<file path="src/rtl/cut_sweep_controller.sv">
// cut_sweep_controller
// Walks every input vector through two unclocked circuits-under-test that share
// one input bus. For each vector it holds cut_x for a programmable settle time,
// then compresses CUT A's response into a MISR and compares A against B.
//
// Handshake: start is a level sampled only in IDLE. abort wins over start and
// ends a sweep early without a done pulse. done is a single-cycle pulse after the
// last vector. busy is high for the whole sweep. All outputs come from flops.
module cut_sweep_controller #(
  parameter int              N_IN   = 11,
  parameter int              N_OUT  = 18,
  parameter int              SETTLE = 1,
  parameter logic [N_OUT-1:0] POLY  = 18'h00081
) (
  input  logic              clk,
  input  logic              rst,
  input  logic              start,
  input  logic              abort,
  output logic [N_IN-1:0]   cut_x,
  input  logic [N_OUT-1:0]  cut_f_a,
  input  logic [N_OUT-1:0]  cut_f_b,
  output logic              busy,
  output logic              done,
  output logic [N_OUT-1:0]  sig,
  output logic              mismatch,
  output logic [N_IN-1:0]   first_fail,
  output logic [N_IN:0]     fail_count
);

  // The counter only has to hold SETTLE-1.
  localparam int CW = (SETTLE > 1) ? $clog2(SETTLE) : 1;
  localparam logic [CW-1:0]   CNT_LOAD = CW'(SETTLE - 1);
  localparam logic [CW-1:0]   CNT_ONE  = CW'(1);
  localparam logic [N_IN-1:0] X_ONE    = N_IN'(1);
  localparam logic [N_IN:0]   FC_ONE   = (N_IN + 1)'(1);

  typedef enum logic [1:0] {
    ST_IDLE    = 2'd0,
    ST_SETTLE  = 2'd1,
    ST_CAPTURE = 2'd2,
    ST_DONE    = 2'd3
  } state_t;

  // state_q is kept as a plainly named register so checkers can bind to it.
  state_t          state_q;
  state_t          state_d;
  logic [CW-1:0]   cnt;

  // Control strobes decoded from the current state.
  logic            start_sweep;
  logic            capture_en;
  logic            step_x;
  logic            cnt_dec;

  // Next-state register.
  always_ff @(posedge clk) begin
    if (rst) state_q <= ST_IDLE;
    else     state_q <= state_d;
  end

  // Next-state and strobe decode; abort beats every other transition.
  always_comb begin
    state_d     = state_q;
    start_sweep = 1'b0;
    capture_en  = 1'b0;
    step_x      = 1'b0;
    cnt_dec     = 1'b0;
    case (state_q)
      ST_IDLE: begin
        if (start && !abort) begin
          start_sweep = 1'b1;
          state_d     = ST_SETTLE;
        end
      end
      ST_SETTLE: begin
        if (abort)              state_d = ST_IDLE;
        else if (cnt == '0)     state_d = ST_CAPTURE;
        else                    cnt_dec = 1'b1;
      end
      ST_CAPTURE: begin
        if (abort) begin
          state_d = ST_IDLE;
        end else begin
          capture_en = 1'b1;
          if (cut_x == '1) begin
            state_d = ST_DONE;
          end else begin
            step_x  = 1'b1;
            state_d = ST_SETTLE;
          end
        end
      end
      ST_DONE: begin
        state_d = ST_IDLE;
      end
      default: begin
        state_d = ST_IDLE;
      end
    endcase
  end

  // Datapath: vector walk, settle counter, MISR and A/B compare results.
  always_ff @(posedge clk) begin
    if (rst) begin
      cut_x      <= '0;
      cnt        <= '0;
      busy       <= 1'b0;
      done       <= 1'b0;
      sig        <= '0;
      mismatch   <= 1'b0;
      first_fail <= '0;
      fail_count <= '0;
    end else begin
      // Status flags follow the state being entered so they line up with it.
      busy <= (state_d == ST_SETTLE) || (state_d == ST_CAPTURE);
      done <= (state_d == ST_DONE);

      if (start_sweep) begin
        cut_x      <= '0;
        cnt        <= CNT_LOAD;
        sig        <= '0;
        mismatch   <= 1'b0;
        first_fail <= '0;
        fail_count <= '0;
      end

      if (cnt_dec) cnt <= cnt - CNT_ONE;

      if (capture_en) begin
        sig <= {sig[N_OUT-2:0], 1'b0} ^ (sig[N_OUT-1] ? POLY : '0) ^ cut_f_a;
        if (cut_f_a != cut_f_b) begin
          fail_count <= fail_count + FC_ONE;
          if (!mismatch) first_fail <= cut_x;
          mismatch <= 1'b1;
        end
      end

      if (step_x) begin
        cut_x <= cut_x + X_ONE;
        cnt   <= CNT_LOAD;
      end
    end
  end

endmodule

</file>
<file path="config.mk">
export PLATFORM = sky130hd
export DESIGN_NAME = cut_sweep_controller
export DESIGN_NICKNAME = d
export VERILOG_FILES = /design/src/rtl/cut_sweep_controller.sv
export SDC_FILE = /design/constraint.sdc
export NUM_CORES = 1
export LEC_CHECK = 0
export BUFFER_PORTS_ARGS = -buffer_cell sky130_fd_sc_hd__buf_2
export CORE_MARGIN = 1.5
export CORE_UTILIZATION = 50
export CTS_CLUSTER_DIAMETER = 50
export DETAILED_ROUTE_END_ITERATION = 10
export GPL_TIMING_DRIVEN = 1
export MAX_ROUTING_LAYER = met4
export PLACE_DENSITY = 0.8
export SYNTH_ARGS = -nofsm -noshare
export SYNTH_HDL_FRONTEND = slang
export SYNTH_SLANG_ARGS = --single-unit
</file>
<file path="constraint.sdc">
create_clock -name clk -period 3 [get_ports clk]
set_input_delay 0.3 -clock clk [delete_from_list [all_inputs] [get_ports clk]]
set_output_delay 0.3 -clock clk [all_outputs]
set_load 0.02 [all_outputs]
</file>
After elaboration in Yosys (flattened, before gate mapping):

Index checks and enable logic that the tools add are counted.

* bits in registers: 58
* latch bits: 0
* RAM bits: 0
* bits in read-only memories: 0
* bits of input ports: 40
* output and inout port bits: 55
* memories kept: 0

* add/sub/neg operators: 3
* $mul: 0
* divide/modulo/power cells: 0
* magnitude comparators: 0
* equality and inequality tests: 8
* shift-type cells: 0
* multiplexer cells: 33
* bitwise logic cells: 2
* reduce and logical (&&, ||, !) cells: 8

Operators with widths (number)
* $mux 11: 6
* $mux 12: 3
* $mux 18: 2
* $ne 18x18->1: 1
* $xor 18x18->18: 1
* $xor 18x8->18: 1
* $mux 1: 15
* $add 12x1->12 const B: 1
* $add 11x1->11 const B: 1
* $eq 11x11->1 const B: 1
* $mux 2: 5
* $eq 2x2->1 const B: 4
* $mux 8: 1
* $pmux 2 s4: 1
* $reduce_bool 2->1: 3
* $eq 2x1->1 const B: 2
* $logic_not 2->1: 1
* $reduce_or 2->1: 1
* $logic_and 1x1->1: 1
* $logic_not 1->1: 1
* $logic_or 1x1->1: 1
* $sub 1x1->1 const B: 1

Logic depth before layout (Yosys ltp):

Gate-level depths: netlist of run 1.

* word-level depth: 8
* gate-level depth with buffers: 8
* mapped depth without buffers: 7

Least setup slack after synthesis of run 1:

Ideal clock, no wire load.

* kind: reg2reg
* start: register cut_x[0]
* end: register busy
* setup time: 0.128 ns
* data arrival time: 2.173 ns
* required time: 2.872 ns
* slack: 0.700 ns
* cell stages (with the launch flop): 8
* period minus slack after synthesis: 2.300 ns
* cells stage by stage: dfxtp_1 -> ha_1 -> and3_1 -> nand4_1 -> or4_1 -> a21oi_1 -> ha_1 -> nor2b_1

* word-level cells in the longest chain between the ends: 6

Ends and longest elaborated chain
* start, declared: line 19 `output logic [N_IN-1:0] cut_x,`
* start signal, assigned: line 139 `cut_x <= cut_x + X_ONE;`
* $eq 11x11->1 (*): line 85 `if (cut_x == '1) begin`
* $mux 2 (*): line 85
* $mux 2 (*): line 81 `if (abort) begin`
* $pmux 2 s4 (*): line 68 `case (state_q)`
* net state_d[1]: line 46 `state_t state_d;`
* $eq 2x1->1 or $eq 2x2->1 (tied branches): line 115 `busy <= (state_d == ST_SETTLE) || (state_d == ST_CAPTURE);`
* $logic_or 1x1->1 (*): line 115
* end signal, assigned: line 115
* end, declared: line 22 `output logic busy,`

The timed path passes the listed nets; every way through them passes the cells marked *.
A chain may end at the register's enable or synchronous reset.

Final worst setup path of run 1:

Same ends and word-level chain as after synthesis.

==> results.tsv, run 1 <==
stage	metric	value	unit
outcome	status	finished clean	
global_route	grt_use_total	0.248	
global_route	grt_pass1_vias	2491	
route	detail-route-antenna-nets	0	
placed_design	gp_congestion	0.897	
die	die-area	5970	sq um
global_route	grt_start_max_net_pins	37	
placed_design	place_area	3300	sq um
sta	max-slew-margin-rel	0.566	
route	vias	2736	
sta	max_freq	431	MHz
logic_synthesis	synthTopCellsByCount	58 x dfxtp_1, 39 x nor2_1, 34 x xor2_1	
logic_synthesis	synth_edf_count	0	
logic_synthesis	synth.most_common_cell	dfxtp_1	
logic_synthesis	synth-async-reset-ratio	0	
logic_synthesis	synth_nets	362	
sta	setup_viol	0	
clocking	post-cts-setup-buffers	0	
hold_path	hold_depth	3	
die	fp-row-count	26	
sta	tightestPinTransition	0.649	ns
logic_synthesis	yosysTopAreaCellShare	0.421	
worst_setup_path	r2r_cells	7	
die	core	5200	sq um
route	drtPass1Iterations	4	
hold_path	worstHoldStart	abort	
logic_synthesis	yosysWarnings	0	
worst_setup_path	critPathCaptureType	flip-flop	
route	wirelength	7.13	mm
logic_synthesis	synth_seq_area_share	0.421	
route	routedWlPerCell	14.5	microns
logic_synthesis	synth_cell_types	42	
die	die_x	77.3	microns
sta	finalCriticalPeriod	2.32	ns
cells_and_area	antennaDiodeCount	0	
die	io_pins	95	
logic_synthesis	syn_area	2760	sq um
logic_synthesis	syn_inst	319	
clocking	clk_latency	0.33	ns
clocking	numCtsBuffers	9	
worst_setup_path	path_max_fanout	6	
clocking	clk_pin_slew	0.07	ns
clocking	cts_sinks	58	
cells_and_area	drive_gt1_frac	0.290	
die	die_height	77.3	microns
logic_synthesis	synth_seq_cells	58	
sta	grt_setup_unrepaired	no	
global_route	grt_pass1_wl	11.6	mm
clocking	cts_tree	done	
global_route	gr-total-overflow	0	
route	drtIter0Drc	246	
clocking	cts_resized	0	
cells_and_area	fillerInstances	438	
cells_and_area	fin_nets	458	
placed_design	dp_hpwl	5.22	mm
worst_setup_path	setup.worst_path.start_class	flip-flop	
job	cap_violations	0	
cells_and_area	utilization	0.676	
sta	hold_viol_final	0	
placed_design	place.port_buffers	94	
cells_and_area	layout.cells.non_filler	490	
clocking	htreeDepth	3	
global_route	grt_antenna_before_repair	0	
worst_setup_path	r2r_slack	0.68	ns
sta	clock-skew-final	0.00512	ns
placed_design	dp_cells	474	
worst_setup_path	crit_required	3.21	ns
cells_and_area	syn2layout_area_growth	27.6	%
worst_setup_path	rr_endpoint	busy$_SDFF_PP0_	
die	start_util	0.530	
cells_and_area	fin_area	3520	sq um
worst_setup_path	reg2reg_from	cut_x[0]$_SDFFE_PP0P_	
logic_synthesis	synth.avg_cell_area	8.65	sq um
clocking	ctsHoldBuffers	0	
logic_synthesis	synth_top_cell_by_area	dfxtp_1	
sta	fin_tns_setup	0	ns
worst_setup_path	crit_type	reg2reg	
logic_synthesis	ys_top_cells_by_area	dfxtp_1 42%, xor2_1 11%, nand3_1 6.0%, nor2_1 5.3%, a22oi_1 5.2%	
route	remaining_drc_errors	0	
sta	slew_violations	0	
pwr	cellPowerDensity	478	nW/um^2
pwr	peakVddDrop	0.000275	V
route	viasPerCell	5.58	
pwr	leakage	1.63	nW
sta	fin_crit_sh	0.773	
logic_synthesis	synthFlopType	dfxtp_1	
hold_path	min_to	state_q[1]$_SDFF_PP0_	
clocking	clockBufferDepth	2	
clocking	cts_root_buffer	clkbuf_8	
worst_setup_path	crit_arrival	2.53	ns
hold_path	hold_path_class	in2reg	
==> per-layer routing <==
layer  global-route usage  routed length (microns)  vias to the layer above
met5                    -                        0                        -
met4                0.111                      125                        0
met3               0.0417                      388                       14
met2                0.382                     3410                       94
met1                0.319                     3200                     1282
li1                     -                        -                     1346
==> metrics by stage <==
step	setup WS, ns	total power, mW	hold WS (ns)
5_1_grt	0.490	1.74	0.322
3_3_place_gp	0.740	0.909	0.451
3_5_place_dp	0.675	0.911	0.458
2_1_floorplan	0.700	0.856	0.471
4_1_cts	0.680	1.69	0.310
6_report	0.682	1.68	0.317
==> where the power goes <==
part / switching (mW) / total, mW / internal [mW]
registers: 0.00343 / 0.777 / 0.773
logic: 0.0695 / 0.118 / 0.0482
clock network: 0.325 / 0.790 / 0.465
==> state kept, by name, indices dropped and copies added (netlist names) <==
register,cells
sig,18
state_q,2
mismatch,1
first_fail,11
cut_x,11
fail_count,12
done,1
cnt,1
busy,1
==> placed cells by master (no fill, tap or decap), drive strengths merged, types with 2 or more instances in the layout <==
master	count
xnor2	4
o21a	2
a311oi	2
a211o	5
nor4b	2
nor2b	4
clkbuf	9
nor3b	5
xor2	34
nor4	5
or2	3
dfxtp	58
and3	10
a221o	4
clkinvlp	2
a21oi	23
and2	2
a22oi	19
ha	3
nand3	33
o21ai	9
nor2	39
clkinv	3
bufinv	2
buf	101
nor3	7
nand2	12
nand3b	6
==> area by class of cell <==
type	count	area, sq um	area share
clock buffer	9	124	0.0352
timing repair buffer	101	523	0.149
sequential	58	1160	0.330
clock inverter	7	93.8	0.0267
tap	70	87.6	0.0249
multi-input combinational	244	1530	0.434
inverter	1	3.75	0.00107
==> how the worst max path moves through the flow <==
stage	from	endpoint	slack, ns	cells after the start
floorplan	cut_x[0]$_SDFFE_PP0P_	busy$_SDFF_PP0_	0.70	7
global placement	cut_f_a[7]	fail_count[8]$_SDFF_PP0_	0.74	8
detailed placement	cut_f_a[0]	fail_count[8]$_SDFF_PP0_	0.67	8
CTS	cut_x[0]$_SDFFE_PP0P_	busy$_SDFF_PP0_	0.68	7
global route	cut_x[0]$_SDFFE_PP0P_	busy$_SDFF_PP0_	0.49	7
finish	cut_x[0]$_SDFFE_PP0P_	busy$_SDFF_PP0_	0.68	7
==> critical path: stages, from the launching register on <==
cell and delay, ns:
dfxtp_1 0.42, ha_1 0.21, and3_1 0.24, nand4_1 0.24, or4_1 0.52, a21oi_1 0.19
ha_1 0.25, nor2b_1 0.13
==> kinds of logic after synthesis <==
group,Yosys count,share of synthesized area
AND/OR/NAND/NOR,131,0.240
multiplexers,1,0.00408
XOR/XNOR,38,0.121
flip-flops,58,0.421
adder cells (fa/ha/maj),3,0.0136
AO/OA/AOI/OAI,71,0.176
buffers and inverters,17,0.0254
No activity file was read; power rests on OpenSTA's default activity.
==> inputs of run 2 (changes only) <==
- ABC_AREA: unset -> 1
- CORE_UTILIZATION: 50 -> 47
- PLACE_DENSITY: 0.8 -> 0.77
- clock period: 3 -> 1.99 ns (I/O delays scaled with it)
==> results.tsv, run 2 <==
stage	metric	value	unit	change
sta	max-slew-margin-rel	0.517		-0.0493
global_route	grt_start_max_net_pins	37		unchanged
logic_synthesis	synth_cell_types	31		-26%
sta	grt_setup_unrepaired	no		
sta	timing.final.ws_setup	0.227	ns	-0.455 ns
cells_and_area	reg_top3	sig (18), fail_count (12)		
cells_and_area	layout.cells.non_filler	679		+39%
pwr	clkPwrFrac	0.417		-0.052
clocking	clockBufferDepth	2		unchanged
worst_setup_path	crit_required	2.19	ns	-1.02 ns
die	start_util	0.497		-0.0330
route	routedWlPerCell	11.5	microns	-21%
clocking	clk_latency	0.33	ns	about the same
worst_setup_path	path_max_fanout	6		unchanged
cells_and_area	syn2layout_area_growth	22.9	%	
logic_synthesis	yosysWarnings	0		unchanged
clocking	ctsHoldBuffers	0		unchanged
worst_setup_path	critPathCapture	busy$_SDFF_PP0_		
global_route	grt_pass1_vias	3056		+23%
logic_synthesis	synth_nets	542		+50%
sta	finalCriticalPeriod	1.76	ns	-0.555 ns
route	wl_met1	3.64	mm	+14%
route	detail-route-antenna-nets	0		unchanged
sta	hold_slack	0.187	ns	-0.130 ns
route	drtIter0Drc	181		-26%
die	fp-row-count	29		+12%
logic_synthesis	syn_inst	499		+56%
worst_setup_path	r2r_slack	0.23	ns	-0.45 ns
global_route	grt_antenna_before_repair	0		unchanged
cells_and_area	regArea	1160	sq um	unchanged
sta	tightestPinTransition	0.724	ns	+0.0751 ns
logic_synthesis	synth-async-reset-ratio	0		unchanged
clocking	clk_pin_slew	0.07	ns	about the same
cells_and_area	drive_gt1_frac	0.218		-0.0729
outcome	violations	DRC		
logic_synthesis	ys_top_cells_by_area	dfxtp_1 36%, nand2_1 16%, nor2_1 11%, inv_1 6.8%, a21oi_1 5.6%		
route	drtPass1Iterations	8		+4
worst_setup_path	setup.worst_path.start_class	flip-flop		
logic_synthesis	synth_seq_cells	58		unchanged
global_route	grt_pass1_wl	13.3	mm	+15%
sta	clock-skew-final	0.0103	ns	+0.00520 ns
logic_synthesis	synth.most_common_cell	nand2_1		
route	vias	3336		+22%
worst_setup_path	crit_start	cut_x[0]$_SDFFE_PP0P_		
cells_and_area	largest_reg_flops	18		unchanged
pwr	total_power	2.38	mW	+42%
die	die_x	85.7	microns	+11%
route	viasPerCell	4.91		-12%
logic_synthesis	yosysTopAreaCellShare	0.362		-0.0592
cells_and_area	antennaDiodeCount	0		unchanged
sta	fin_tns_setup	0	ns	unchanged
pwr	peakVddDrop	0.000616	V	+120%
die	core	6460	sq um	+24%
hold_path	hold_path_class	in2reg		
route	remaining_drc_errors	4		+4
clocking	numCtsBuffers	9		unchanged
placed_design	place.port_buffers	94		unchanged
cells_and_area	multi_input_area	1750	sq um	+14%
route	route.met2.wl	3.73	mm	+9.4%
job	cap_violations	0		unchanged
logic_synthesis	synth_seq_area_share	0.362		-0.0592
cells_and_area	final_common_cell	nand2_1		
clocking	cts_root_buffer	clkbuf_8		
sta	hold_viol_final	0		unchanged
worst_setup_path	crit_type	reg2reg		
clocking	cts_tree	done		
die	die_height	85.7	microns	+11%
global_route	gr-total-overflow	0		unchanged
worst_setup_path	critPathCaptureType	flip-flop		
die	io_pins	95		unchanged
cells_and_area	fillerInstances	621		+42%
pwr	power.switching	583	uW	+47%
placed_design	gp_congestion	0.876		-2.3%
sta	slew_violations	0		unchanged
logic_synthesis	syn_area	3210	sq um	+16%
pwr	power_frac_comb	0.090		+0.020
route	top_layer	met4		
cells_and_area	fin_nets	640		+40%
pwr	p_int	1.80	mW	+40%
worst_setup_path	r2r_cells	8		+1
worst_setup_path	reg2reg_from	cut_x[0]$_SDFFE_PP0P_		
placed_design	dp_cells	663		+40%
pwr	swShare	0.245		+0.00851
route	wirelength	7.80	mm	+9.4%
placed_design	dp_hpwl	5.73	mm	+9.7%
clocking	cts_resized	0		unchanged
global_route	grt_use_total	0.230		-0.0179
outcome	status	finished with violations		
logic_synthesis	synth_edf_count	0		unchanged
pwr	seqPwrFrac	0.493		+0.032
clocking	post-cts-setup-buffers	0		unchanged
logic_synthesis	synth.avg_cell_area	6.43	sq um	-26%
logic_synthesis	synth_top_cell_by_area	dfxtp_1		
clocking	htreeDepth	3		unchanged
sta	fin_crit_sh	0.886		+0.113
pwr	leakage	1.96	nW	+20%
sta	max_freq	567	MHz	+31%
logic_synthesis	synthTopCellsByCount	139 x nand2_1, 92 x nor2_1, 58 x dfxtp_1, 58 x inv_1, 36 x a21oi_1		
clocking	cts_sinks	58		unchanged
pwr	cellPowerDensity	604	nW/um^2	+26%
placed_design	place_ws	0.251	ns	-0.423 ns
cells_and_area	largest-register	sig		
worst_setup_path	rr_endpoint	busy$_SDFF_PP0_		
route	wl_met3	341	microns	-12%
worst_setup_path	crit_arrival	1.97	ns	-0.56 ns
cells_and_area	mostFrequentLayoutCells	139 x nand2_1, 94 x buf_2, 92 x nor2_1, 58 x inv_1, 58 x dfxtp_1		
sta	setup_viol	0		unchanged
die	die-area	7340	sq um	+23%
logic_synthesis	synthFlopType	dfxtp_1		
run 2: cell types whose count changed after synthesis, sizes merged, moves of 10 or more:
cell,previous run,this run
xor2,34,4
nand2,12,141
nor2,39,96
a22oi,19,0
o21ai,9,20
and3,10,0
a21oi,23,37
a21o,1,17
inv,1,60
run 2: cells by family (layout without fill, tap and decap cells):
| kind of cell | count (synthesis) | in the layout | synth area share |
|---|---|---|---|
| AO/OA/AOI/OAI | 77 | 77 | 0.140 |
| flip-flops | 58 | 58 | 0.362 |
| XOR/XNOR | 13 | 13 | 0.0355 |
| buffers and inverters | 75 | 178 | 0.0939 |
| AND/OR/NAND/NOR | 273 | 273 | 0.357 |
| adder cells (fa/ha/maj) | 3 | 3 | 0.0117 |
run 2: layer usage:
layer / global-route usage / vias up
li1: - / 1753
met1: 0.285 / 1498
met2: 0.381 / 76
met3: 0.0462 / 9
met4: 0.0689 / 0
met5: - / -
run 2: worst max-delay path, stage by stage, from the launching register on:
cell	delay (ns)
dfxtp_1	0.41
ha_1	0.23
nand3_2	0.14
nor3_1	0.30
nand3_1	0.14
nand2_1	0.11
ha_1	0.23
inv_1	0.05
nor2_1	0.03
run 2: worst min path at each step:
stage                          start                   end  slack [ns]  cells past startpoint
finish                   cut_f_a[16]  sig[16]$_SDFFE_PP0P_        0.19                      3
global route              cut_f_a[6]   sig[6]$_SDFFE_PP0P_        0.19                      3
CTS                      cut_f_a[16]  sig[16]$_SDFFE_PP0P_        0.18                      3
detailed placement  cnt$_SDFFE_PP0P_      cnt$_SDFFE_PP0P_        0.46                      2
global placement    cnt$_SDFFE_PP0P_      cnt$_SDFFE_PP0P_        0.45                      2
floorplan                 cut_f_a[0]   sig[0]$_SDFFE_PP0P_        0.39                      2
run 2: final cells by class:
class,instances,share of cell area
timing repair buffer,101,0.133
clock buffer,14,0.0438
sequential,58,0.294
clock inverter,2,0.00254
multi-input combinational,366,0.443
tap,77,0.0244
inverter,61,0.0593
run 2: power groups by stage:
| stage | Sequential (mW) | Combinational, mW | Clock, mW |
|---|---|---|---|
| floorplan | 1.21 | 0.115 | 0 |
| global placement | 1.20 | 0.209 | 0 |
| detailed placement | 1.20 | 0.214 | 0 |
| CTS | 1.18 | 0.215 | 1.01 |
| global route | 1.18 | 0.243 | 1.07 |
| finish | 1.18 | 0.214 | 0.994 |
run 2: per-stage QoR:
step	cell area, sq um	util
after global placement	3760	0.583
after CTS	3950	0.611
after detailed placement	3760	0.583
final	3950	0.611
after floorplan	3210	-
after global routing	3950	0.611
